===== src/rtl/mem_arbiter.sv =====
// -----------------------------------------------------------------------------
// mem_arbiter
//
// Shares one single-ported memory between the instruction fetch unit (IFU)
// and the load/store unit (LSU). One command is issued per grant. Stores
// finish in their grant cycle. A read parks the arbiter in WAIT until its
// data returns RD_LATENCY cycles later. When both units request at once,
// a round-robin pointer chooses between them.
//
// Parameters
//   RD_LATENCY  memory read latency in cycles (1..7)
//
// Ports
//   clk, rstn_in                 clock (rising edge), async active-low reset
//   ifu_req/addr                 fetch read request, held until ifu_gnt
//   ifu_gnt/rvalid/rdata         fetch accept strobe and read return
//   lsu_req/we/addr/wdata/wmask  load/store request, held until lsu_gnt
//   lsu_gnt/rvalid/rdata         load/store accept strobe and load return
//   mem_rd/wr/addr/wdata/wmask   memory command, driven only in a grant cycle
//   mem_rdata                    memory read data, RD_LATENCY cycles after mem_rd
//   busy                         a read is outstanding
// -----------------------------------------------------------------------------
module mem_arbiter #(
    parameter int unsigned RD_LATENCY = 1
) (
    input  logic        clk,
    input  logic        rstn_in,

    input  logic        ifu_req,
    input  logic [31:0] ifu_addr,
    output logic        ifu_gnt,
    output logic        ifu_rvalid,
    output logic [31:0] ifu_rdata,

    input  logic        lsu_req,
    input  logic        lsu_we,
    input  logic [31:0] lsu_addr,
    input  logic [31:0] lsu_wdata,
    input  logic [3:0]  lsu_wmask,
    output logic        lsu_gnt,
    output logic        lsu_rvalid,
    output logic [31:0] lsu_rdata,

    output logic        mem_rd,
    output logic        mem_wr,
    output logic [31:0] mem_addr,
    output logic [31:0] mem_wdata,
    output logic [3:0]  mem_wmask,
    input  logic [31:0] mem_rdata,

    output logic        busy
);

    // state | meaning
    // IDLE  | arbitrate; a winner's command goes to memory this cycle
    // WAIT  | read outstanding; counting down to the data return, no grants
    typedef enum logic {
        IDLE = 1'b0,
        WAIT = 1'b1
    } state_t;

    localparam logic       OWN_IFU = 1'b0;
    localparam logic       OWN_LSU = 1'b1;
    localparam logic [2:0] LAT     = 3'(RD_LATENCY);

    state_t     state;
    logic [2:0] cnt;
    logic       owner;
    logic       rr_last;      // requester granted most recently

    logic       can_grant;
    logic       grant_ifu;
    logic       grant_lsu;
    logic       grant_rd;
    logic       rd_done;

    // Grants are combinational from the requests, so they must also be
    // gated by reset. That keeps every output at 0 while rstn_in is low.
    assign can_grant = rstn_in && (state == IDLE);

    always_comb begin
        grant_ifu = 1'b0;
        grant_lsu = 1'b0;
        if (can_grant) begin
            if (ifu_req && lsu_req) begin
                if (rr_last == OWN_IFU) begin
                    grant_lsu = 1'b1;
                end else begin
                    grant_ifu = 1'b1;
                end
            end else if (ifu_req) begin
                grant_ifu = 1'b1;
            end else if (lsu_req) begin
                grant_lsu = 1'b1;
            end
        end
    end

    assign ifu_gnt  = grant_ifu;
    assign lsu_gnt  = grant_lsu;
    assign grant_rd = grant_ifu || (grant_lsu && !lsu_we);

    // The memory port carries only the winner's command. Everything else
    // stays at 0, so nothing from a losing or withdrawn request leaks out.
    always_comb begin
        mem_rd    = 1'b0;
        mem_wr    = 1'b0;
        mem_addr  = '0;
        mem_wdata = '0;
        mem_wmask = '0;
        if (grant_ifu) begin
            mem_rd   = 1'b1;
            mem_addr = ifu_addr;
        end else if (grant_lsu) begin
            mem_addr = lsu_addr;
            if (lsu_we) begin
                mem_wr    = 1'b1;
                mem_wdata = lsu_wdata;
                mem_wmask = lsu_wmask;
            end else begin
                mem_rd = 1'b1;
            end
        end
    end

    // The counter is loaded with RD_LATENCY at the grant. It reaches 0 on
    // the edge that ends the data-return cycle, so the return cycle is the
    // one where the counter still holds 1. A stray 0 also ends the wait,
    // which keeps the FSM from stalling in WAIT.
    assign rd_done = rstn_in && (state == WAIT) && (cnt <= 3'd1);

    always_ff @(posedge clk or negedge rstn_in) begin
        if (!rstn_in) begin
            state   <= IDLE;
            cnt     <= 3'd0;
            owner   <= OWN_IFU;
            rr_last <= OWN_IFU;
        end else begin
            case (state)
                IDLE: begin
                    if (grant_ifu || grant_lsu) begin
                        rr_last <= grant_lsu ? OWN_LSU : OWN_IFU;
                    end
                    if (grant_rd) begin
                        state <= WAIT;
                        cnt   <= LAT;
                        owner <= grant_lsu ? OWN_LSU : OWN_IFU;
                    end
                end
                WAIT: begin
                    if (rd_done) begin
                        state <= IDLE;
                        cnt   <= 3'd0;
                    end else begin
                        cnt <= cnt - 3'd1;
                    end
                end
                default: begin
                    state <= IDLE;
                    cnt   <= 3'd0;
                end
            endcase
        end
    end

    assign ifu_rvalid = rd_done && (owner == OWN_IFU);
    assign lsu_rvalid = rd_done && (owner == OWN_LSU);
    assign ifu_rdata  = ifu_rvalid ? mem_rdata : 32'h0;
    assign lsu_rdata  = lsu_rvalid ? mem_rdata : 32'h0;
    assign busy       = (state == WAIT);

endmodule


===== config.mk =====
export PLATFORM = sky130hd
export DESIGN_NAME = mem_arbiter
export DESIGN_NICKNAME = d
export VERILOG_FILES = /design/src/rtl/mem_arbiter.sv
export SDC_FILE = /design/constraint.sdc
export NUM_CORES = 1
export LEC_CHECK = 0
export CORE_AREA = 4 4 104 106
export DETAILED_ROUTE_END_ITERATION = 7
export DIE_AREA = 0 0 108 110
export PLACE_DENSITY = 0.65
export SYNTH_ARGS = -nofsm -noshare
export SYNTH_HDL_FRONTEND = slang
export SYNTH_SLANG_ARGS = --single-unit

===== constraint.sdc =====
create_clock -name clk -period 1.8 [get_ports clk]
set_clock_uncertainty 0.15 [all_clocks]
set_input_delay 0.36 -clock clk [delete_from_list [all_inputs] [get_ports clk]]
set_output_delay 0.36 -clock clk [all_outputs]
set_load 0.05 [all_outputs]

# After elaboration in Yosys (flattened, before gate mapping)
# Cells that the tools add are included.
# Widths: inputs -> output; s select.
dict set report totals {
  regBits 6
  out_inout_bits 139
  elab_cells 53
}
dict set report op_classes {
  add_sub_neg 1
  n_lt_le_gt_ge 1
  eq_ne 1
  mux 32
  n_bitwise 2
  reduce_logical 12
}
# op count
set ops {}
lappend ops {{$mux 32} 7}
lappend ops {{$mux 1} 18}
lappend ops {{$mux 4} 3}
lappend ops {{$logic_and 1x1->1} 7}
lappend ops {{$mux 3} 2}
lappend ops {{$pmux 3 s2} 1}
lappend ops {{$reduce_and 2->1} 2}
lappend ops {{$le 3x1->1 const B} 1}
lappend ops {{$sub 3x1->3 const B} 1}
lappend ops {{$logic_or 1x1->1} 2}
lappend ops {{$ne 2x2->1 const B} 1}
lappend ops {{$not 1->1} 2}
lappend ops {{$pmux 1 s2} 1}
lappend ops {{$logic_not 1->1} 1}

# Depth between registers and ports, before layout
dict set report depth {
  word_depth 8
  depth_mapped 6
}

# Worst setup path after synthesis
# OpenSTA, ideal clock, no wires.
dict set report synth_timing {
  path_kind {register to output}
  startpoint {register state, in the netlist busy}
  endpoint {output ifu_rdata[22]}
  t_arrival_ps 1960
  setup_slack_ps -670
  stages_incl_launch_ff 5
  path_buffers 1
  cell_sequence {dfrtp_1 > nand3b_2 > nor3_2 > buf_2 > and2_1}
}
dict set report synth_between {
  elab_chain_len 4
}
# item line
set synth_lines {}
lappend synth_lines {{start, declared} 66} ;# state_t state;
lappend synth_lines {{start signal, assigned} 134} ;# state <= IDLE;
lappend synth_lines {{start signal, assigned} 145} ;# state <= WAIT;
lappend synth_lines {{start signal, assigned} 152} ;# state <= IDLE;
lappend synth_lines {{$logic_and 1x1->1 (2 in a row)} 130} ;# assign rd_done = rstn_in && (state == WAIT) && (cnt <= 3'd1);
lappend synth_lines {{$logic_and 1x1->1} 166} ;# assign ifu_rvalid = rd_done && (owner == OWN_IFU);
lappend synth_lines {{net ifu_rvalid} 32} ;# output logic ifu_rvalid,
lappend synth_lines {{$mux 32} 168} ;# assign ifu_rdata = ifu_rvalid ? mem_rdata : 32'h0;
lappend synth_lines {{end, declared} 33} ;# output logic [31:0] ifu_rdata,
# The timed path passes the listed nets, and every way through them passes these cells.

# Worst setup path in the final report
dict set report layout_timing {
  startpoint {register cnt[0]}
  endpoint {output lsu_rdata[11]}
}
dict set report layout_between {
  elab_chain_len 4
}
# item line
set layout_lines {}
lappend layout_lines {{start, declared} 67} ;# logic [2:0] cnt;
lappend layout_lines {{start signal, assigned} 155} ;# cnt <= cnt - 3'd1;
lappend layout_lines {{$le 3x1->1} 130}
lappend layout_lines {{$logic_and 1x1->1} 130}
lappend layout_lines {{$logic_and 1x1->1} 167} ;# assign lsu_rvalid = rd_done && (owner == OWN_LSU);
lappend layout_lines {{$mux 32} 169} ;# assign lsu_rdata = lsu_rvalid ? mem_rdata : 32'h0;
lappend layout_lines {{end, declared} 42} ;# output logic [31:0] lsu_rdata,
# No other way between the ends.

==> flow_summary.toml <==
[run_status]
status = "complete, but fails checks"
violations = "negative setup slack"

[logic_synthesis]
synth_cell_types = 28
async_flop_share = 1.00
synthTopCellsByCount = "and2_1, and3_1, a22o_1, buf_6, dfrtp_1"
synth-seq-area-share = 0.104
syn_inst = 191
synth_edf_count = 0
synth_largest_area_cell = "and2_1"
syn_avg_cell_area_um2 = 7.59
synth_nets = 330
ys_warn_count = 0
netlist_area_um2 = 1450
yosysTopAreaCellShare = 0.281
synth.most_common_cell = "and2_1"
ys_ff_latch = 6
synth.area.top_cells = "and2_1, a22o_1, and3_1"
synth-main-ff-cell = "dfrtp_1"

[detailed_routing]
viasPerCell = 4.45
vias = 2863
drt_first_iter_violations = 42
drt_first_pass_iters = 4
wl_met3_mm = 1.36
wl_per_cell_um = 19.9
ant_nets = 0
m1WireLength_mm = 3.90
wl_mm = 12.8
met2_length_mm = 7.36
routed.top_layer = "met4"
drc_errors = 0

[floorplanning]
core_area_um2 = 9770
io_pins = 276
dieArea_um2 = 11900
core.rowCount = 36
start_util = 0.148
die_w_um = 108
die_h_um = 110

[layout]
fin_nets = 651
drive_above_1_share = 0.687
syn_to_final_growth_pct = 396
multi_input_area_um2 = 1810
antenna_cells = 0
ff_latch_area_um2 = 154
fin_util = 0.736
design_area_um2 = 7190
n_fill_cell = 655

[min_path]
min_path_type = "in2async"

[worst_setup_path]
cp_cell_sequence = "buf_6 -> o21ba_4 -> nor3b_4 -> buf_6 -> buf_12 -> and2_4 -> buf_12"
crit_fanout = 12
crit_type = "reg2out"
path_buf_inv = 4
cp-end-kind = "output pin"
cp.arrival_ns = 1.79
reg2reg_to = "cnt[2]"
crit_start = "cnt[0]"
reg2regPathDepth = 5
r2r_setup_slack_ns = 0.27
r2r-start = "cnt[0]"
slowest_delay_ns = 0.41
path_depth = 7
cp_top_family = "buffers and inverters"
cp.required_ns = 1.29
cp_slowest_cell = "dfrtp_1"
startpoint_type = "register"
crit_path_end = "lsu_rdata[11]"

[clock_network]
cts_buffers = 3
cts_tree = "yes"
cts_root_buffer = "clkbuf_8"
clock_sinks = 6
insertion_delay_ns = 0.22
htree_levels = 1
clk_pin_slew_ns = 0.04
clockBufferDepth = 2
postCtsHoldBufs = 0

[timing]
fin_crit_ns = 2.30
slew_headroom = 0.847
hold_ws_ns = 0.0309
finalMaxSlewViolations = 0
max_freq_mhz = 435
setup_slack_ns = -0.499
tightest_slew_ns = 0.227
finalSetupViolCount = 138
finalHoldViolCount = 0
fin_crit_sh = 1.28
rsz0062_at_grt = "true"

[grt]
grt_max_degree = 22
grt_pass1_wl_mm = 18.5
grt_pass1_vias = 3250
antenna_found_initial = 0
grt_overflow = 0
grt_usage = 0.203

[power]
vdd_ir_drop_max_mv = 0.375
p_per_area_nw_per_um2 = 777
p_leak_nw = 3.06

[placed_design]
gp_congestion = 0.785
portBuffers = 275
place_hpwl_mm = 9.92
dp_slack_ns = -0.644
dpl_cell_area_um2 = 6540

[flow_run]
cap_violations = 0
-- report_power, final --
| group | switching [mW] | leakage, nW | internal, mW | total (mW) |
|---|---|---|---|---|
| Sequential | 0.0759 | 0.0709 | 0.210 | 0.285 |
| Combinational | 2.32 | 2.97 | 2.77 | 5.09 |
| Clock | 0.0584 | 0.0228 | 0.152 | 0.211 |
-- repair_timing --
item / 4_1_cts / 5_1_grt
pin swaps: 13 / 16
endpoints found under the setup margin: 141 / 138
setup buffers: 17 / 9
gates resized for setup: 41 / 20
cloned: 12 / 3
-- through the flow --
step / setup TNS [ns] / power, mW / std cells
final: -59.17 / 5.59 / 644
after detailed placement: -82.75 / 4.75 / 608
after CTS: -61.84 / 5.48 / 641
after global routing: -66.75 / 5.82 / 644
after global placement: -77.92 / 4.67 / 608
after floorplan: -18.77 / 2.58 / 191
-- final cells by class --
type                            instances  share of cell area
Clock buffer                            4             0.00626
Inverter                                3             0.00157
Multi-Input combinational cell        160               0.252
Sequential cell                         6              0.0214
Tap cell                              133              0.0231
Timing Repair Buffer                  338               0.696
-- metal layers --
layer  track usage  up-vias
met1         0.184     1339
met4        0.0424        0
met2         0.424      181
met5             0        -
li1              -     1327
met3        0.0734       16
-- placed cells by master (no fill, tap or decap), types with 2 or more instances in the layout --
master / Yosys / final
dlygate4sd2_1: 0 / 2
a22o_4: 0 / 32
buf_4: 5 / 28
inv_1: 3 / 2
clkdlybuf4s50_1: 0 / 133
clkbuf_16: 0 / 3
buf_6: 8 / 11
clkbuf_8: 0 / 3
and3_4: 0 / 38
buf_12: 0 / 147
and2_4: 0 / 65
dfrtp_1: 6 / 5
a21oi_1: 2 / 2
buf_16: 0 / 8
nor2_1: 3 / 3
buf_8: 0 / 5
o21ai_0: 2 / 2
o2bb2ai_1: 2 / 2
-- worst register-to-register path, cell delays in order, from the launching register on --
cell       delay [ns]
dfrtp_1          0.41
buf_6            0.13
o21ba_4          0.24
buf_4            0.14
o21ai_0          0.22
o2bb2ai_1        0.12
-- flip-flops by register name (all words and copies together), names as in the netlist --
register / count
busy: 1
cnt: 3
rr_last: 1
owner: 1
-- logic make-up (layout without fill, tap and decap cells) --
family,count (synthesis),after routing,share of synthesized area
buffers and inverters,25,345,0.123
xor gates and xnor gates,1,1,0.00605
AOI/OAI and AO/OA,43,43,0.248
adders and majority gates,2,2,0.0173
and+or+nand+nor,114,114,0.502
DFF,6,6,0.104
-- worst min path at each step --
| stage | slack, ns | from | depth (start not counted) | end |
|---|---|---|---|---|
| 2_1_floorplan | -0.09 | rstn_in | 0 | cnt[0] |
| 3_3_place_gp | 0.34 | rr_last | 1 | rr_last |
| 3_5_place_dp | 0.39 | rr_last | 1 | rr_last |
| 4_1_cts | 0.02 | rstn_in | 2 | busy |
| 5_1_grt | 0.05 | rstn_in | 2 | busy |
| 6_report | 0.03 | rstn_in | 2 | busy |
Note: power is estimated with default switching activity, not from simulation.
